File: src/rtl/max7219_rx.sv
// max7219_rx -- receive-side model of the MAX7219 serial interface.
//
// Samples SCLK/DIN/CS in the clk domain, assembles 16-bit frames and decodes
// them into the MAX7219 register file. Serves as a loopback checker for the
// MAX7219 driver and as a display-state monitor.
//
// Parameters:
//   SYNC_STAGES   synchronizer depth on SCLK, DIN and CS (>= 2)
//
// Ports:
//   clk, rst_n    system clock, asynchronous active-low reset
//   SCLK, DIN, CS serial interface pins (asynchronous to clk, CS active low)
//   row_sel       frame-buffer row to read (0 = digit register 1)
//   row_data      effective row pixels, registered
//   wr_valid      one-cycle pulse per accepted 16-bit frame
//   wr_addr       address nibble of the last accepted frame
//   wr_data       data byte of the last accepted frame
//   frame_err     one-cycle pulse for a frame of 1..15 bits
//   shutdown, decode_mode, intensity, scan_limit, display_test
//                 decoded control registers
//
// Configuration macro: MAX7219_RX_FRAMEBUF_EN
//   defined   -> 8x8 frame buffer and effective-row logic present
//   undefined -> row_data is constant 0x00, row_sel unused
module max7219_rx #(
  parameter int SYNC_STAGES = 2
) (
  input  logic       clk,
  input  logic       rst_n,
  input  logic       SCLK,
  input  logic       DIN,
  input  logic       CS,
  input  logic [2:0] row_sel,
  output logic [7:0] row_data,
  output logic       wr_valid,
  output logic [3:0] wr_addr,
  output logic [7:0] wr_data,
  output logic       frame_err,
  output logic       shutdown,
  output logic [7:0] decode_mode,
  output logic [3:0] intensity,
  output logic [2:0] scan_limit,
  output logic       display_test
);

  // Synchronizers. CS resets to its idle (high) level so that a CS held low
  // across reset release is seen as a fresh frame start.
  logic [SYNC_STAGES-1:0] sclk_sync_reg;
  logic [SYNC_STAGES-1:0] din_sync_reg;
  logic [SYNC_STAGES-1:0] cs_sync_reg;
  logic                   sclk_d_reg;
  logic                   cs_d_reg;

  always_ff @(posedge clk or negedge rst_n) begin
    if (!rst_n) begin
      sclk_sync_reg <= '0;
      din_sync_reg  <= '0;
      cs_sync_reg   <= '1;
      sclk_d_reg    <= 1'b0;
      cs_d_reg      <= 1'b1;
    end else begin
      sclk_sync_reg <= {sclk_sync_reg[SYNC_STAGES-2:0], SCLK};
      din_sync_reg  <= {din_sync_reg[SYNC_STAGES-2:0], DIN};
      cs_sync_reg   <= {cs_sync_reg[SYNC_STAGES-2:0], CS};
      sclk_d_reg    <= sclk_sync_reg[SYNC_STAGES-1];
      cs_d_reg      <= cs_sync_reg[SYNC_STAGES-1];
    end
  end

  logic sclk_s, din_s, cs_s;
  logic sclk_rise, cs_rise, cs_fall, bit_capture;
  assign sclk_s    = sclk_sync_reg[SYNC_STAGES-1];
  assign din_s     = din_sync_reg[SYNC_STAGES-1];
  assign cs_s      = cs_sync_reg[SYNC_STAGES-1];
  assign sclk_rise = sclk_s & ~sclk_d_reg;
  assign cs_rise   = cs_s & ~cs_d_reg;
  assign cs_fall   = ~cs_s & cs_d_reg;
  // Synchronized CS is high during a CS-rise cycle, so an SCLK rise seen in
  // the same cycle is dropped here without extra logic.
  assign bit_capture = sclk_rise & ~cs_s;

  logic [15:0] sr_reg;
  logic [4:0]  bit_cnt_reg;
  logic [4:0]  cnt_base;
  logic        frame_ok;
  logic        frame_short;

  // A CS fall coinciding with an SCLK rise clears first, then counts the bit.
  assign cnt_base    = cs_fall ? 5'd0 : bit_cnt_reg;
  assign frame_ok    = cs_rise && (bit_cnt_reg == 5'd16);
  assign frame_short = cs_rise && (bit_cnt_reg != 5'd0) && (bit_cnt_reg < 5'd16);

  always_ff @(posedge clk or negedge rst_n) begin
    if (!rst_n) begin
      sr_reg       <= '0;
      bit_cnt_reg  <= '0;
      wr_valid     <= 1'b0;
      wr_addr      <= '0;
      wr_data      <= '0;
      frame_err    <= 1'b0;
      shutdown     <= 1'b1;
      decode_mode  <= '0;
      intensity    <= '0;
      scan_limit   <= '0;
      display_test <= 1'b0;
    end else begin
      wr_valid  <= frame_ok;
      frame_err <= frame_short;

      if (bit_capture) begin
        sr_reg      <= {sr_reg[14:0], din_s};
        bit_cnt_reg <= (cnt_base == 5'd16) ? 5'd16 : cnt_base + 5'd1;
      end else if (cs_fall) begin
        bit_cnt_reg <= 5'd0;
      end

      if (frame_ok) begin
        wr_addr <= sr_reg[11:8];
        wr_data <= sr_reg[7:0];
        case (sr_reg[11:8])
          4'h9:    decode_mode  <= sr_reg[7:0];
          4'hA:    intensity    <= sr_reg[3:0];
          4'hB:    scan_limit   <= sr_reg[2:0];
          4'hC:    shutdown     <= ~sr_reg[0];
          4'hF:    display_test <= sr_reg[0];
          default: ;
        endcase
      end
    end
  end

  // The top bit only ever leaves the shift register; the frame ignores it.
  logic unused_sr_msb;
  assign unused_sr_msb = sr_reg[15];

`ifdef MAX7219_RX_FRAMEBUF_EN
  logic [7:0] fb_reg [8];

  always_ff @(posedge clk or negedge rst_n) begin
    if (!rst_n) begin
      for (int i = 0; i < 8; i++) fb_reg[i] <= '0;
      row_data <= '0;
    end else begin
      for (int i = 0; i < 8; i++) begin
        if (frame_ok && (sr_reg[11:8] == 4'(i + 1))) fb_reg[i] <= sr_reg[7:0];
      end
      // Display test overrides everything, then blanking, then pixels.
      if (display_test)                        row_data <= 8'hFF;
      else if (shutdown || row_sel > scan_limit) row_data <= 8'h00;
      else                                     row_data <= fb_reg[row_sel];
    end
  end
`else
  logic unused_row_sel;
  assign unused_row_sel = ^row_sel;
  assign row_data       = 8'h00;
`endif

endmodule

File: config.mk
export PLATFORM = sky130hd
export DESIGN_NAME = max7219_rx
export DESIGN_NICKNAME = d
export VERILOG_FILES = /design/src/rtl/max7219_rx.sv
export SDC_FILE = /design/constraint.sdc
export NUM_CORES = 1
export LEC_CHECK = 0
export ABC_AREA = 1
export BUFFER_PORTS_ARGS = -buffer_cell sky130_fd_sc_hd__buf_2
export CAP_MARGIN = 20
export CORE_ASPECT_RATIO = 1.75
export CORE_UTILIZATION = 48
export DETAILED_ROUTE_END_ITERATION = 8
export PLACE_DENSITY = 0.72
export SLEW_MARGIN = 5
export SYNTH_ARGS = -nofsm -noshare
export SYNTH_HDL_FRONTEND = slang
export SYNTH_SLANG_ARGS = --single-unit
File: constraint.sdc
create_clock -name clk -period 1.4 [get_ports clk]
set_input_delay 0.35 -clock clk [delete_from_list [all_inputs] [get_ports clk]]
set_output_delay 0.35 -clock clk [all_outputs]
set_load 0.03 [all_outputs]
Word-level counts from Yosys, hierarchy flattened. Cells that the tools add are included. W data, S select, Z words.

Register bits after elaboration: 56. Latch bits: 0. Bits in writable memories: 0. Bits in read-only memories: 0. Memories kept: 0.

Add/sub/neg operators: 1. Multiply operators: 0. Divide/modulo/power cells: 0. Magnitude comparators: 1. Equal/unequal tests: 7. Shift-type cells: 0. Muxes and demuxes: 3. Bitwise operators: 8. Reductions and logical operators: 9.

Operators with widths (number): $eq A4 B4 Y1 const B (5); $mux W5 (3); $eq A5 B5 Y1 const B (2); $reduce_and A2 Y1 (5); $add A5 B1 Y5 const B (1); $lt A5 B5 Y1 const B (1); $reduce_bool A5 Y1 (1); $and A1 B1 Y1 (4); $not A1 Y1 (4); $logic_and A1 B1 Y1 (3).

Logic depth before layout (Yosys ltp). Gate-level depths: netlist of the first run.

Word-level depth: 6. Gate-level depth with buffers: 8. Gate-level depth less buffers: 8.

Worst setup path before layout of the first run. Ideal clock, no wire load.

Path kind: register -> register. From: register cs_sync_reg[1]. To: register decode_mode[5]. Library setup time: 0.119 ns. Arrival time: 1.305 ns. Data required time: 1.281 ns. Path slack: -0.023 ns. Stages on the path, launching flop included: 9. Period minus slack after synthesis: 1.423 ns. Cells stage by stage: dfstp_2 inv_2 nor2_4 nand2_2 nor2_4 nand2_4 buf_6 nand2_1 o21ai_2.

Word-level cells in the longest chain between the ends: 3.

Ends and longest elaborated chain: start: declaration (line 50) `logic [SYNC_STAGES-1:0] cs_sync_reg;`; start signal: assignment (line 64) `cs_sync_reg <= {cs_sync_reg[SYNC_STAGES-2:0], CS};`; $and A1 B1 Y1 (line 76) `assign cs_rise = cs_s & ~cs_d_reg;`; $logic_and A1 B1 Y1 (line 90) `assign frame_ok = cs_rise && (bit_cnt_reg == 5'd16);`; $reduce_and A2 Y1 (no line); end signal: assignment (line 121) `4'h9: decode_mode <= sr_reg[7:0];`; end: declaration (line 40) `output logic [7:0] decode_mode,`.

Every way passes these cells. A chain may end at the register's enable or synchronous reset.

Worst setup path in the final report of the first run.
From: register cs_sync_reg[1]. To: register decode_mode[1].

Same word-level chain as after synthesis.

==> summary.md, run 1 <==
| Metric | Value |
|---|---|
| I/O pins | `47` |
| Number of global-route vias before repair | `1544` |
| Count of cell types in the netlist | `24` |
| CP peak stage delay | `0.55 ns` |
| Post-Route WL | `4085 um` |
| Final Setup Violations | `0` |
| Final Hold Viols | `0` |
| # placed instances | `324` |
| Commonest cells in the netlist | `nand2_1 (69), dfrtp_1 (52), inv_1 (18)` |
| Critical path class | `flop to flop` |
| Gr usage total | `19.81%` |
| Row Count | `32` |
| H-tree depth | `2` |
| Placed wire-length estimate | `2943 um` |
| Post-synth EDFFs | `0` |
| Die Span Y | `92.89 um` |
| Critical Path AT | `1.56 ns` |
| Starting Density | `50.53%` |
| Overall power | `0.002944 W` |
| Slowest cell on crit path | `dfstp_2` |
| Pre-CTS setup slack | `-0.02636 ns` |
| Root Buffer | `clkbuf_8` |
| Seq pwr share | `59.6%` |
| Max Root-Sink Buffers | `2` |
| Clk pin slew, worst setup/hold paths | `0.09 ns` |
| Mapped Cells | `232` |
| Net Sw Frac | `25.90%` |
| Synth Area per Inst | `9.767 sq um` |
| Global placer's final weighted congestion | `0.8073` |
| Power share of the combinational group | `9.5%` |
| Avg WL per Cell | `12.12 um` |
| Synth area leaders | `dfrtp_1 (57%), nand2_1 (11%), dfstp_2 (4.6%), o21ai_2 (3.1%), buf_4 (3.0%)` |
| Post-route ant nets | `0` |
| Final min period | `1.355 ns` |
| Final Non-Filler Cells | `337` |
| RSZ-0062 raised after global routing | `true` |
| Top_reg_cell synth | `dfrtp_1` |
| Final critical-path share of the clock period | `96.77%` |
| Sink Count | `56` |
| Sequence of cells on the critical path | `inv_2 > nor2_4 > nand2_2 > nor2_4 > buf_12 > nand2_8 > nand2_2 > o21ai_2` |
| Max-slew violation count | `0` |
| Layout cells sized above 1 | `33.57%` |
| Buf/Inv on CP | `2` |
| Pin count of the biggest net entering global routing | `21` |
| Metal-1 WL | `1628 um` |
| Synth Warn # | `0` |
| Routed wl met3 | `163 um` |
| CTS tree | `done` |
| Antenna violations before repair | `0` |
| Status | `finished, final reports clean` |
| Skew-Pair Late Insertion Delay | `0.31 ns` |
| Synth top area share | `57.43%` |
| First-pass GRT wire length | `7051 um` |
| Layout filler cell count | `361` |
| Via Count | `1649` |
| Sequential share of the synthesized area | `62.07%` |
| Diodes inserted | `0` |
| Die Wd | `53.94 um` |
| Async SR Flop Fraction | `100.0%` |
| Cell Area, Synth | `2266 sq um` |
| Vias per cell | `4.893` |
| Internal power | `0.002182 W` |
| CTS buffer count | `5` |
| Uppermost layer routed | `met4` |
| Max Cap Viol | `0` |
| LEAKAGE | `1.439 nW` |
| Leading area contributor after synthesis | `dfrtp_1` |
| Grt total ovfl | `0` |
| Worst path required time | `1.61 ns` |
| Worst-path fanout max | `8` |
| Clock Skew | `0.007226 ns` |
| Count leader, synth | `nand2_1` |
| PD cells | `1053 nW/um^2` |
| Layout Cell Area excl Fill | `2796 sq um` |
| Buffers added on ports | `35` |
| Worst min path class | `primary input to flop` |
| Startpoint types | `flop` |
| Top cell family by delay on the critical path | `flip-flops` |
| Crit end category | `flop` |
| Residual DRC count | `0` |
| Post-place instance area | `2565 sq um` |
| Die area | `5010 sq um` |
| Yosys reg bits | `56` |
| Max Fclk | `0.7381 GHz` |
| Core ar. | `4484 sq um` |
| Clock network power share | `30.9%` |
| Layout area overhead | `23.41%` |
| DRT iter0 DRCs | `45` |
| Fin worst setup slack | `0.04519 ns` |
| Setup TNS | `0 ns` |
| Net switching power | `0.0007626 W` |
| Max VDD drop | `1.027 mV` |
| Largest register FFs | `12` |
| Nets@finish | `293` |
| Metal2 WL | `2189 um` |
| 1st-pass router iterations | `4` |
[layout make-up]
cell class	instances	area, sq um	share of cell area, %
Inverter	20	75.07	2.685
Clock inverter	2	13.76	0.4922
Multi-Input combinational cell	149	787.0	28.14
Clock buffer	6	82.58	2.953
Sequential cell	56	1406	50.29
Tap cell	51	63.81	2.282
Timing Repair Buffer	53	367.9	13.15
[path summary, 6_finish.rpt]
| kind | cells after the start | end | from | slack [ns] |
|---|---|---|---|---|
| worst min-delay path | 1 | cs_sync_reg[0] | CS | 0.13 |
| min in group asynchronous | 2 | bit_cnt_reg[1] | rst_n | 0.41 |
| max in group asynchronous | 3 | sr_reg[6] | rst_n | 0.47 |
| worst min register to register | 0 | din_sync_reg[1] | din_sync_reg[0] | 0.36 |
| worst max register to register | 8 | decode_mode[1] | cs_sync_reg[1] | 0.05 |
| worst max-delay path | 8 | decode_mode[1] | cs_sync_reg[1] | 0.05 |
[cell usage in the layout, fill, tap and decap left out, types with 4 or more instances in the layout]
master and n:
buf_4 12, o21ai_2 8, dfrtp_1 52, nand3_1 7, clkbuf_8 6, conb_1 8
nand2_2 11, o21ai_1 11, inv_1 17, buf_2 34, nor2_1 10, o21ai_0 12
dfstp_2 4, nand2_1 59, nand4_1 9
[logic make-up (layout without fill, tap and decap cells)]
group           count (synthesis)  after routing  share of synthesized area [%]
simple gates                  105            106                          20.65
flops                          56             56                          62.07
buf+inv                        35             81                          7.785
compound gates                 34             34                          8.946
other cells                     1              8                         0.1655
xor+xnor                        1              1                         0.3866
[routing by layer]
metal / vias to the layer above / track usage (%)
met2: 38 / 31.79
li1: 837 / -
met1: 765 / 24.56
met4: 0 / 10.09
met5: - / 0
met3: 9 / 3.448
[worst register-to-register path: cells and delay by family (launching register included)]
kind / cells / cell delay [ns]
AO/OA/AOI/OAI: 1 / 0.05
buffers and inverters: 2 / 0.20
flip-flops: 1 / 0.55
AND/OR/NAND/NOR: 5 / 0.46
[metrics by stage]
| stage | hold WS (ns) | utilization [%] |
|---|---|---|
| final | 0.1345 | 62.36 |
| after global routing | 0.1138 | 62.36 |
| after CTS | 0.1223 | 60.97 |
| after detailed placement | 0.2152 | 57.20 |
| after global placement | 0.2134 | 57.20 |
| after floorplan | 0.05441 | - |
[what timing repair did]
item | 4_1_cts | 5_1_grt
cloned | 1 | 0
endpoints found under the setup margin | 10 | 40
hold buffers | 1 | 0
pin swaps | 2 | 6
resized for setup | 6 | 16
endpoints found under the hold margin | 5 | 0
buffers inserted | 1 | 2
[power groups by stage]
stage	clock network, W	registers, W	logic [W]
after floorplan	0	0.00177	0.000181
after global placement	0	0.00179	0.000262
after detailed placement	0	0.00179	0.000270
after CTS	0.000943	0.00176	0.000276
after global routing	0.000995	0.00177	0.000325
final	0.000909	0.00176	0.000280
(Power assumes the default switching activity.)
==> run 2: changes to the inputs <==
--- a/config.mk
+++ b/config.mk
@@ -13,4 +13,5 @@
 export DETAILED_ROUTE_END_ITERATION = 8
 export PLACE_DENSITY = 0.72
+export REMOVE_ABC_BUFFERS = 1
 export SLEW_MARGIN = 5
 export SYNTH_ARGS = -nofsm -noshare
==> constraint.sdc (replaced) <==
create_clock -name clk -period 1.4 [get_ports clk]
set_input_delay 0.14 -clock clk [delete_from_list [all_inputs] [get_ports clk]]
set_output_delay 0.14 -clock clk [all_outputs]
set_load 0.03 [all_outputs]
==> summary.md, run 2 (synthesized netlist as in run 1, its figures left out) <==
| Metric | Value |
|---|---|
| Startpoint types | `flop` |
| I/O pins | `47 (unchanged)` |
| Die Span Y | `92.89 um (unchanged)` |
| Worst min path class | `primary input to asynchronous set/reset pin` |
| # placed instances | `323 (-0.31%)` |
| Skew-Pair Late Insertion Delay | `0.31 ns (about the same)` |
| Die area | `5010 sq um (unchanged)` |
| Fin worst setup slack | `-0.001967 ns (-0.04716 ns)` |
| Reg2reg start | `cs_sync_reg[1]` |
| Number of global-route vias before repair | `1644 (+6.5%)` |
| Final critical-path share of the clock period | `100.1% (+3.4 points)` |
| 1st-pass router iterations | `4 (unchanged)` |
| CP peak stage delay | `0.54 ns (about the same)` |
| Buffers added on ports | `35 (unchanged)` |
| Final Setup Violations | `1 (+1)` |
| Gr usage total | `19.99% (+0.17 points)` |
| Final min period | `1.402 ns (+0.04716 ns)` |
| Worst path required time | `1.61 ns (about the same)` |
| Clock network power share | `29.6% (-1.3 points)` |
| Post-route ant nets | `0 (unchanged)` |
| Post-Route WL | `4196 um (+2.7%)` |
| Post-place instance area | `2552 sq um (-0.49%)` |
| Max Cap Viol | `0 (unchanged)` |
| Max-slew violation count | `0 (unchanged)` |
| Critical Path AT | `1.61 ns (+0.05 ns)` |
| Max Root-Sink Buffers | `2 (unchanged)` |
| Clk pin slew, worst setup/hold paths | `0.10 ns (about the same)` |
| Nets@finish | `297 (+1.4%)` |
| Pin count of the biggest net entering global routing | `22 (+4.8%)` |
| Grt total ovfl | `0 (unchanged)` |
| Status | `complete, but fails checks` |
| Max VDD drop | `0.9827 mV (-4.3%)` |
| Sequence of cells on the critical path | `inv_2 > nor2_4 > nand2_2 > nor2_4 > buf_12 > buf_8 > nand2_2 > o21ai_2 > inv_1` |
| Overall power | `0.002903 W (-1.4%)` |
| DRT iter0 DRCs | `53 (+18%)` |
| Via Count | `1678 (+1.8%)` |
| Sink Count | `56 (unchanged)` |
| Largest register FFs | `12 (unchanged)` |
| Vias per cell | `4.921 (+0.56%)` |
| Internal power | `0.002142 W (-1.8%)` |
| Most frequent cells in the layout | `nand2_1 (60), dfrtp_1 (52), buf_2 (35)` |
| Worst R2R Path Depth | `9 (+1)` |
| Final Non-Filler Cells | `341 (+1.2%)` |
| Failing checks | `setup timing` |
| Net Sw Frac | `26.23% (+0.33 points)` |
| Final Hold Viols | `0 (unchanged)` |
| Layout area overhead | `24.68%` |
| First-pass GRT wire length | `7279 um (+3.2%)` |
| CTS buffer count | `5 (unchanged)` |
| Most common cell after layout, fill and taps aside | `nand2_1` |
| Top cell family by delay on the critical path | `flip-flops` |
| FF-to-FF End | `wr_addr[0]` |
| Layout cells sized above 1 | `32.76% (-0.81 points)` |
| Layout Cell Area excl Fill | `2825 sq um (+1.0%)` |
| Residual DRC count | `0 (unchanged)` |
| Worst-path fanout max | `8 (unchanged)` |
| Reg2reg setup slack | `-0.002 ns (-0.05 ns)` |
| Crit end category | `flop` |
| PD cells | `1028 nW/um^2 (-2.4%)` |
| Avg WL per Cell | `12.30 um (+1.5%)` |
| H-tree depth | `2 (unchanged)` |
| Root Buffer | `clkbuf_8` |
| Global placer's final weighted congestion | `0.8004 (-0.85%)` |
| Starting Density | `50.53% (unchanged)` |
| Clock Skew | `0.008125 ns (+0.0008990 ns)` |
| Pre-CTS setup slack | `-0.004068 ns (+0.02229 ns)` |
| Placed wire-length estimate | `2856 um (-3.0%)` |
| Die Wd | `53.94 um (unchanged)` |
| RSZ-0062 raised after global routing | `true` |
| Seq pwr share | `60.4% (+0.8 points)` |
| Diodes inserted | `0 (unchanged)` |
| Power share of the combinational group | `10.0% (+0.5 points)` |
| Row Count | `32 (unchanged)` |
| Final hold slack | `0.3189 ns (+0.1845 ns)` |
| Buf/Inv on CP | `4 (+2)` |
| Max Fclk | `0.7133 GHz (-3.4%)` |
| Antenna violations before repair | `0 (unchanged)` |
| CTS tree | `done` |
| Core ar. | `4484 sq um (unchanged)` |
| LEAKAGE | `1.465 nW (+1.8%)` |
| Critical path class | `flop to flop` |
| Slowest cell on crit path | `dfstp_2` |
| Net switching power | `0.0007613 W (-0.16%)` |
## run 2: changes by cell type in the layout (fill, tap and decap cells not counted), moves of 2 or more
cell and change:
nand2_4 +2, clkbuf_1 +2, dlygate4sd3_1 +3, nand2_2 -2
o21ai_1 -2
## run 2: timing repair
action	4_1_cts	5_1_grt
endpoints found under the setup margin	9	37
setup buffers	3	2
hold buffers	4	0
gates resized for setup	5	18
gates cloned	1	0
pin swaps	2	7
hold endpoints to repair	18	0
## run 2: power by group through the flow
stage,logic (W),registers (W),clock network (W)
2_1_floorplan,0.000156,0.00178,0
4_1_cts,0.000289,0.00175,0.000891
3_3_place_gp,0.000263,0.00178,0
6_report,0.000291,0.00175,0.000860
3_5_place_dp,0.000271,0.00178,0
5_1_grt,0.000332,0.00176,0.000940
## run 2: worst max path at each step
stage / cells after the start / slack (ns) / start / endpoint
final: 9 / -0.002 / cs_sync_reg[1] / wr_addr[0]
after global routing: 7 / -0.13 / cs_sync_reg[1] / bit_cnt_reg[0]
after CTS: 8 / 0.004 / bit_cnt_reg[3] / wr_addr[0]
after detailed placement: 7 / -0.004 / cs_sync_reg[1] / decode_mode[2]
after global placement: 7 / 0.04 / cs_sync_reg[1] / decode_mode[4]
after floorplan: 7 / -0.09 / cs_sync_reg[1] / decode_mode[0]
## run 2: routing by layer
layer | track usage, % | up-vias | routed length [um]
met2 | 32.82 | 39 | 2205
li1 | - | 845 | -
met4 | 7.456 | 0 | 62
met3 | 3.941 | 5 | 131
met1 | 25.00 | 789 | 1796
met5 | 0 | - | 0
## run 2: layout make-up
cell class                 count  area, sq um
tap                           51        63.81
clock buffer                   7        76.32
timing repair buffer          57        402.9
sequential                    56         1406
inverter                      20        75.07
multi-input combinational    149        792.0
clock inverter                 1        8.758
fill                         404         1659
## run 2: stage by stage
| step | util [%] | setup TNS, ns |
|---|---|---|
| 5_1_grt | 63.00 | -1.444 |
| 4_1_cts | 61.38 | 0 |
| 3_5_place_dp | 56.92 | -0.004068 |
| 6_report | 63.00 | -0.001967 |
| 2_1_floorplan | - | -0.9055 |
| 3_3_place_gp | 56.92 | 0 |
